[config.mk]
export PLATFORM = sky130hd
export DESIGN_NAME = mem_arbiter_flat
export DESIGN_NICKNAME = d
export VERILOG_FILES = /design/src/rtl/mem_arbiter_if.sv /design/src/rtl/mem_arbiter.sv /design/src/flat_wrapper.sv
export SDC_FILE = /design/constraint.sdc
export NUM_CORES = 1
export LEC_CHECK = 0
export CORE_AREA = 4 4 101 103
export DETAILED_ROUTE_END_ITERATION = 16
export DIE_AREA = 0 0 105 107
export PLACE_DENSITY = 0.67
export SLEW_MARGIN = 20
export SYNTH_ARGS = -nofsm -noshare
export SYNTH_HDL_FRONTEND = slang
export SYNTH_SLANG_ARGS = --single-unit
[constraint.sdc]
create_clock -name clk -period 2 [get_ports clk]
set_input_delay 0.3 -clock clk [delete_from_list [all_inputs] [get_ports clk]]
set_output_delay 0.3 -clock clk [all_outputs]
set_load 0.005 [all_outputs]
[src/rtl/mem_arbiter_if.sv]
// Bus bundle between the fetch/data requesters, the arbiter and the single-port RAM.
interface mem_arbiter_if;
  logic        i_req;
  logic [31:0] i_addr;
  logic        i_ack;
  logic [31:0] i_rdata;
  logic        d_req;
  logic        d_we;
  logic [31:0] d_addr;
  logic [31:0] d_wdata;
  logic        d_ack;
  logic [31:0] d_rdata;
  logic        mem_en;
  logic        mem_we;
  logic [31:0] mem_addr;
  logic [31:0] mem_wdata;
  logic [31:0] mem_rdata;

  modport arb (
    input  i_req, i_addr, d_req, d_we, d_addr, d_wdata, mem_rdata,
    output i_ack, i_rdata, d_ack, d_rdata, mem_en, mem_we, mem_addr, mem_wdata
  );

  modport host (
    output i_req, i_addr, d_req, d_we, d_addr, d_wdata, mem_rdata,
    input  i_ack, i_rdata, d_ack, d_rdata, mem_en, mem_we, mem_addr, mem_wdata
  );
endinterface

[src/rtl/mem_arbiter.sv]
// Two-port (fetch/data) arbiter in front of a single-port RAM, one access per 2 cycles.
// Define MEM_ARB_RR_EN for round-robin contention; default is D-priority with a fetch starvation guard.
module mem_arbiter #(
  parameter int MAX_WAIT = 4
) (
  input  logic       clk,
  input  logic       rst,
  mem_arbiter_if.arb bus
);
  typedef enum logic {IDLE, RESP} state_e;
  typedef enum logic {OWN_I, OWN_D} own_e;

  state_e state_q;
  own_e   own_q;
  own_e   gnt_d;
  logic   we_q;
  logic   contested, any_req, issue, resp;

`ifdef MEM_ARB_RR_EN
  own_e   last_q;
`else
  localparam logic [3:0] WAIT_LIM = 4'(MAX_WAIT);
  logic [3:0] wait_cnt_q;
  logic [3:0] wait_cnt_d;
`endif

  assign contested = bus.i_req & bus.d_req;
  assign any_req   = bus.i_req | bus.d_req;
  // Reset gates every output so nothing leaks while rst is high, including a pending ack.
  assign issue     = !rst && (state_q == IDLE) && any_req;
  assign resp      = !rst && (state_q == RESP);

  always_comb begin
    gnt_d = OWN_I;
    if (contested) begin
`ifdef MEM_ARB_RR_EN
      gnt_d = (last_q == OWN_I) ? OWN_D : OWN_I;
`else
      gnt_d = (wait_cnt_q == WAIT_LIM) ? OWN_I : OWN_D;
`endif
    end else if (bus.d_req) begin
      gnt_d = OWN_D;
    end
  end

`ifndef MEM_ARB_RR_EN
  always_comb begin
    wait_cnt_d = wait_cnt_q;
    if (gnt_d == OWN_I)
      wait_cnt_d = 4'd0;
    else if (contested && wait_cnt_q < WAIT_LIM)
      wait_cnt_d = wait_cnt_q + 4'd1;
  end
`endif

  always_comb begin
    bus.mem_en    = 1'b0;
    bus.mem_we    = 1'b0;
    bus.mem_addr  = '0;
    bus.mem_wdata = '0;
    if (issue) begin
      bus.mem_en = 1'b1;
      if (gnt_d == OWN_D) begin
        bus.mem_we    = bus.d_we;
        bus.mem_addr  = bus.d_addr;
        bus.mem_wdata = bus.d_wdata;
      end else begin
        bus.mem_addr  = bus.i_addr;
      end
    end
  end

  assign bus.i_ack   = resp && (own_q == OWN_I);
  assign bus.d_ack   = resp && (own_q == OWN_D);
  assign bus.i_rdata = bus.i_ack ? bus.mem_rdata : '0;
  assign bus.d_rdata = (bus.d_ack && !we_q) ? bus.mem_rdata : '0;

  always_ff @(posedge clk) begin
    if (rst) begin
      state_q <= IDLE;
      own_q   <= OWN_I;
      we_q    <= 1'b0;
`ifdef MEM_ARB_RR_EN
      last_q  <= OWN_I;
`else
      wait_cnt_q <= 4'd0;
`endif
    end else begin
      case (state_q)
        IDLE: begin
          if (any_req) begin
            state_q <= RESP;
            own_q   <= gnt_d;
            we_q    <= (gnt_d == OWN_D) && bus.d_we;
`ifdef MEM_ARB_RR_EN
            last_q  <= gnt_d;
`else
            wait_cnt_q <= wait_cnt_d;
`endif
          end
        end
        RESP:    state_q <= IDLE;
        default: state_q <= IDLE;
      endcase
    end
  end
endmodule

[src/flat_wrapper.sv]
// flat-port wrapper written by rule: the top's interface ports become plain ports
module mem_arbiter_flat 
#(
  parameter int MAX_WAIT = 4
)
  (clk, rst, bus_i_req, bus_i_addr, bus_d_req, bus_d_we, bus_d_addr, bus_d_wdata, bus_mem_rdata, bus_i_ack, bus_i_rdata, bus_d_ack, bus_d_rdata, bus_mem_en, bus_mem_we, bus_mem_addr, bus_mem_wdata);
  mem_arbiter_if bus_i ();
  input  logic clk;
  input  logic rst;
  input wire logic [$bits(bus_i.i_req)-1:0] bus_i_req;
  input wire logic [$bits(bus_i.i_addr)-1:0] bus_i_addr;
  input wire logic [$bits(bus_i.d_req)-1:0] bus_d_req;
  input wire logic [$bits(bus_i.d_we)-1:0] bus_d_we;
  input wire logic [$bits(bus_i.d_addr)-1:0] bus_d_addr;
  input wire logic [$bits(bus_i.d_wdata)-1:0] bus_d_wdata;
  input wire logic [$bits(bus_i.mem_rdata)-1:0] bus_mem_rdata;
  output wire logic [$bits(bus_i.i_ack)-1:0] bus_i_ack;
  output wire logic [$bits(bus_i.i_rdata)-1:0] bus_i_rdata;
  output wire logic [$bits(bus_i.d_ack)-1:0] bus_d_ack;
  output wire logic [$bits(bus_i.d_rdata)-1:0] bus_d_rdata;
  output wire logic [$bits(bus_i.mem_en)-1:0] bus_mem_en;
  output wire logic [$bits(bus_i.mem_we)-1:0] bus_mem_we;
  output wire logic [$bits(bus_i.mem_addr)-1:0] bus_mem_addr;
  output wire logic [$bits(bus_i.mem_wdata)-1:0] bus_mem_wdata;
  assign bus_i.i_req = bus_i_req;
  assign bus_i.i_addr = bus_i_addr;
  assign bus_i.d_req = bus_d_req;
  assign bus_i.d_we = bus_d_we;
  assign bus_i.d_addr = bus_d_addr;
  assign bus_i.d_wdata = bus_d_wdata;
  assign bus_i.mem_rdata = bus_mem_rdata;
  assign bus_i_ack = bus_i.i_ack;
  assign bus_i_rdata = bus_i.i_rdata;
  assign bus_d_ack = bus_i.d_ack;
  assign bus_d_rdata = bus_i.d_rdata;
  assign bus_mem_en = bus_i.mem_en;
  assign bus_mem_we = bus_i.mem_we;
  assign bus_mem_addr = bus_i.mem_addr;
  assign bus_mem_wdata = bus_i.mem_wdata;
  mem_arbiter #(.MAX_WAIT(MAX_WAIT)) u_core (.clk(clk), .rst(rst), .bus(bus_i));
endmodule
# Word level (Yosys, flattened, before mapping)
# Cells that the tools add are included.
# word_totals
output_inout_bits	132
ramBits	0
word_cells	40
mem_count	0
regBits	7
romBits	0
inputBits	133
latchBits	0
# classes
eq_ne	2
div_mod_pow	0
shifts	0
n_bitwise	4
n_reduce_logical	12
muxes	16
n_addsub	1
order_cmp	1
n_mul	0
# op_table
operator	n
32-bit 2-to-1 mux	6
1-bit logical AND	8
4-bit 2-to-1 mux	2
1-bit 2-to-1 mux	7
4-bit by 1-bit adder with 4-bit output, second input constant	1
4-bit by 3-bit equality test with 1-bit output, second input constant	1
4-bit by 3-bit < comparator with 1-bit output, second input constant	1
3-bit AND reduction	1
1-bit zero test	2
2-bit != test, second input constant	1
1-bit NOT	2
1-bit one-hot mux with 2 select lines	1
2-bit AND reduction	1
1-bit bitwise AND	1
1-bit bitwise OR	1

# Logic depth before layout (Yosys ltp)
# depth
word_depth	5
ltp_mapped	7
mapped_depth_nobuf	5

# Least setup slack after synthesis
# No wires, ideal clock.
# synth_timing
path_type	reg-to-output
startpoint	reg u_core.wait_cnt_q[0]
endpoint	out bus_mem_wdata[10]
stages_incl_launch_ff	7
path_slack_ns	0.415
path_buffers	1
required_time_ns	1.700
t_arrival_ns	1.285
cell_sequence	dfxtp_1 -> inv_1 -> ha_1 -> and4b_4 -> nor2_2 -> clkbuf_2 -> and3_1
# synth_via
elab_chain_len	5
# synth_lines
element	line	text
start: declaration	mem_arbiter.sv:23	logic [3:0] wait_cnt_q;
start signal: assignment	mem_arbiter.sv:98	wait_cnt_q <= wait_cnt_d;
4-bit by 3-bit equality test with 1-bit output	mem_arbiter.sv:39	gnt_d = (wait_cnt_q == WAIT_LIM) ? OWN_I : OWN_D;
1-bit 2-to-1 mux	mem_arbiter.sv:39	
1-bit 2-to-1 mux	mem_arbiter.sv:35	if (contested) begin
32-bit 2-to-1 mux	mem_arbiter.sv:63	if (gnt_d == OWN_D) begin
32-bit 2-to-1 mux	mem_arbiter.sv:61	if (issue) begin
end: declaration	flat_wrapper.sv:24	output wire logic [$bits(bus_i.mem_wdata)-1:0] bus_mem_wdata;
# No other way between the ends.

# Final worst setup path
# layout_timing
startpoint	reg u_core.wait_cnt_q[0]
endpoint	out bus_mem_addr[21]
# layout_via
elab_chain_len	5
# layout_lines
element	line	text
4-bit by 3-bit equality test with 1-bit output	mem_arbiter.sv:39	
1-bit 2-to-1 mux	mem_arbiter.sv:39	
1-bit 2-to-1 mux	mem_arbiter.sv:35	
32-bit 2-to-1 mux	mem_arbiter.sv:63	
32-bit 2-to-1 mux	mem_arbiter.sv:61	
end: declaration	flat_wrapper.sv:23	output wire logic [$bits(bus_i.mem_addr)-1:0] bus_mem_addr;
# No other way between the ends.

==> impl_metrics.env <==
export IMPL_fin_skew_ns=0.00276
export IMPL_dr_first_iter_drc_count=137
export IMPL_cap_violations=0
export IMPL_violations="negative setup slack"
export IMPL_port_buffers=264
export IMPL_dp_cells=634
export IMPL_hpwl_mm=9.16
export IMPL_drc_errors=0
export IMPL_sw_frac_of_total_pct=31.6
export IMPL_clock_fmax_ghz=0.465
export IMPL_ys_types=32
export IMPL_clkTransAtPathRegs_ns=0.04
export IMPL_start_util_pct=18.1
export IMPL_post_route_period_util_pct=108
export IMPL_internal_power_w=0.000792
export IMPL_clk_path_buf_depth=2
export IMPL_drt_wl_total_mm=14.0
export IMPL_met2_length_mm=7.47
export IMPL_grt_start_max_net_pins=35
export IMPL_finish_net_count=735
export IMPL_die_w_um=105
export IMPL_antenna_left=0
export IMPL_slew_headroom_pct=73.1
export IMPL_die_h_um=107
export IMPL_gp_congestion=0.825
export IMPL_clkPwrFrac_pct=17.5
export IMPL_crit_top_cell="buf_6"
export IMPL_irDropWorstVdd_v=0.000280
export IMPL_finalSetupViolCount=48
export IMPL_grt_pass1_wl_mm=19.8
export IMPL_vias=3369
export IMPL_p_switching_w=0.000366
export IMPL_cts_hold_buf=0
export IMPL_synth_area_mm2=0.00166
export IMPL_powerDensity_mw_per_mm2=212
export IMPL_finalNonFillerCells=711
export IMPL_avgSynthCellArea_um2=6.24
export IMPL_cts_inserted_buffers=3
export IMPL_yosysWarnings=0
export IMPL_worst_pin_slew_ns=0.404
export IMPL_drt_pass1_iter_count=4
export IMPL_fp_row_count=35
export IMPL_critPathTopFamily="buffers and inverters"
export IMPL_slowest_delay_ns=0.32
export IMPL_cp_arrival_ns=1.85
export IMPL_comb_power_share_pct=69.4
export IMPL_crit_buf_inv=6
export IMPL_die_area_mm2=0.0112
export IMPL_cts_sinks=7
export IMPL_dr_wl_met3_um=826
export IMPL_startpoint_type="flop"
export IMPL_syn_to_final_growth_pct=229
export IMPL_synth_seq_area_share_pct=8.44
export IMPL_slew_viol_final=0
export IMPL_synth_fp_nets=401
export IMPL_grt_total_usage_pct=22.4
export IMPL_io_pins=265
export IMPL_grt_setup_unrepaired="true"
export IMPL_status="finished, violations left"
export IMPL_core_mm2=0.00920
export IMPL_drt_met1_wl_mm=5.47
export IMPL_worstPathRequired_ns=1.70
export IMPL_cts_htree_levels=1
export IMPL_worst_setup_path_end_kind="output port"
export IMPL_post_drt_wl_per_cell_um=19.7
export IMPL_top_layer="met4"
export IMPL_vias_per_cell=4.74
export IMPL_antenna_found_initial=1
export IMPL_overflow=0
export IMPL_power_frac_seq_pct=13.1
export IMPL_crit_chain="inv_2, ha_4, and4b_4, buf_6, buf_6, buf_16, buf_6, o21ai_2, a21oi_1, buf_2"
export IMPL_first_global_vias=3440
export IMPL_leakage_nw=2.79
export IMPL_path_class="reg -> out"
export IMPL_slowest_stage="dfxtp_2"
export IMPL_tns_ns=-3.20
export IMPL_drive_gt1_share_pct=41.6
export IMPL_crit_path_max_fanout=8
export IMPL_clock_latency_ns=0.23
export IMPL_timing_hold_violations_final=0
export IMPL_cts_root_buffer="clkbuf_8"
export IMPL_hp_class="reg -> reg"
export IMPL_fin_crit_ns=2.15
export IMPL_synth_cells=266
export IMPL_synth_seq_cells=7
export IMPL_tritoncts="built"
export IMPL_setup_ws_ns=-0.151
[cell families (layout without fill, tap and decap cells)]
| family | after synthesis | after routing | share of synthesized area, % |
|---|---|---|---|
| AO/OA/AOI/OAI | 71 | 71 | 23.0 |
| buffers and inverters | 39 | 367 | 13.7 |
| other | 0 | 1 | 0 |
| AND/OR/NAND/NOR | 147 | 152 | 53.4 |
| flip-flops | 7 | 7 | 8.44 |
| adder cells (fa/ha/maj) | 2 | 2 | 1.51 |
[timing repair]
action,in CTS,in global routing
gates cloned,14,1
setup endpoints to repair,131,85
buffers inserted,54,13
pin swaps,55,29
resized for setup,411,117
[area by class of cell]
class / count / area (µm²)
Inverter: 9 / 60.1
Fill cell: 846 / 3730
Clock buffer: 4 / 45.0
Timing Repair Buffer: 354 / 3410
Tap cell: 111 / 139
Multi-Input combinational cell: 225 / 1660
Antenna cell: 1 / 2.50
Sequential cell: 7 / 145
[flip-flops by register name (all words and copies together), names as in the netlist]
signal,cells
u_core.wait_cnt_q,4
u_core.own_q,1
u_core.state_q,1
u_core.we_q,1
[synth_stat cells, drive strengths merged]
master,n,area [µm²]
nand4b,1,8.76
o31ai,1,7.51
ha,2,25.0
a21oi,33,165
nor4bb,1,10.0
and3b,1,8.76
nor2,2,10.0
o21ai,32,160
nand4,2,12.5
a32oi,1,8.76
nand2b,1,6.26
o2111a,1,11.3
and2,64,400
inv,9,38.8
and4b,1,13.8
o32ai,2,17.5
clkbuf,10,41.3
nor3,2,15.0
nand3,33,165
and3,33,206
buf,20,148
and2b,1,10.0
nand2,5,18.8
o21bai,1,11.3
dfxtp,7,140
[cells in the final DEF, fill, tap and decap left out, types with 3 or more instances in the layout]
cell type	n
nor2_4	3
buf_6	50
clkdlybuf4s50_1	134
and3_1	14
inv_1	4
nand2_1	5
nand3_2	8
inv_2	4
and2_1	61
dfxtp_2	4
clkbuf_8	3
and2_4	3
buf_12	7
dlygate4sd2_1	32
and3_4	19
clkbuf_2	9
a21oi_2	15
clkdlybuf4s15_1	16
dfxtp_1	3
dlymetal6s2s_1	11
o21ai_0	7
buf_16	5
a21oi_1	18
buf_2	42
o21ai_2	16
nand3_1	23
o21ai_1	9
buf_4	45
[worst reg2reg max path: stages, from the launching register on]
cell and delay [ns]:
dfxtp_2 0.32, inv_2 0.07, ha_4 0.14, buf_6 0.09, nand4b_1 0.15, buf_4 0.20, buf_16 0.15, buf_4 0.14
a32oi_1 0.18, nor2_1 0.06
[power by group through the flow]
stage               sequential (W)  combinational [W]  clock, W
finish                    0.000152           0.000803  0.000202
CTS                       0.000153           0.000751  0.000208
global route              0.000153           0.000851  0.000214
floorplan                 0.000152           0.000195         0
global placement          0.000152           0.000677         0
detailed placement        0.000152           0.000688         0
[per-stage QoR]
stage	worst slack (ns)	utilization (%)	area, µm²	hold WS [ns]	power (W)
2_1_floorplan	0.415	-	1660	0.426	0.000346
3_3_place_gp	-0.728	48.7	4480	0.430	0.000829
3_5_place_dp	-0.828	48.7	4480	0.442	0.000841
4_1_cts	-0.149	57.1	5250	0.515	0.00111
5_1_grt	-0.247	59.4	5460	0.542	0.00122
6_report	-0.151	59.4	5460	0.493	0.00116
[layer usage]
metal  global-route usage, %  vias up
met1                    25.3     1595
met5                       0        -
met3                    4.82       23
met2                    42.5      143
li1                        -     1608
met4                    5.53        0
[path summary, 6_finish.rpt]
kind / from / endpoint / slack (ns) / depth (start not counted)
min reg2reg: u_core.own_q$_SDFFE_PP0P_ / u_core.own_q$_SDFFE_PP0P_ / 0.49 / 2
min: u_core.own_q$_SDFFE_PP0P_ / u_core.own_q$_SDFFE_PP0P_ / 0.49 / 2
max: u_core.wait_cnt_q[0]$_SDFFE_PP0P_ / bus_mem_addr[21] / -0.15 / 10
max reg2reg: u_core.wait_cnt_q[0]$_SDFFE_PP0P_ / u_core.own_q$_SDFFE_PP0P_ / 0.39 / 9
Note: power is estimated with default switching activity, not from simulation.
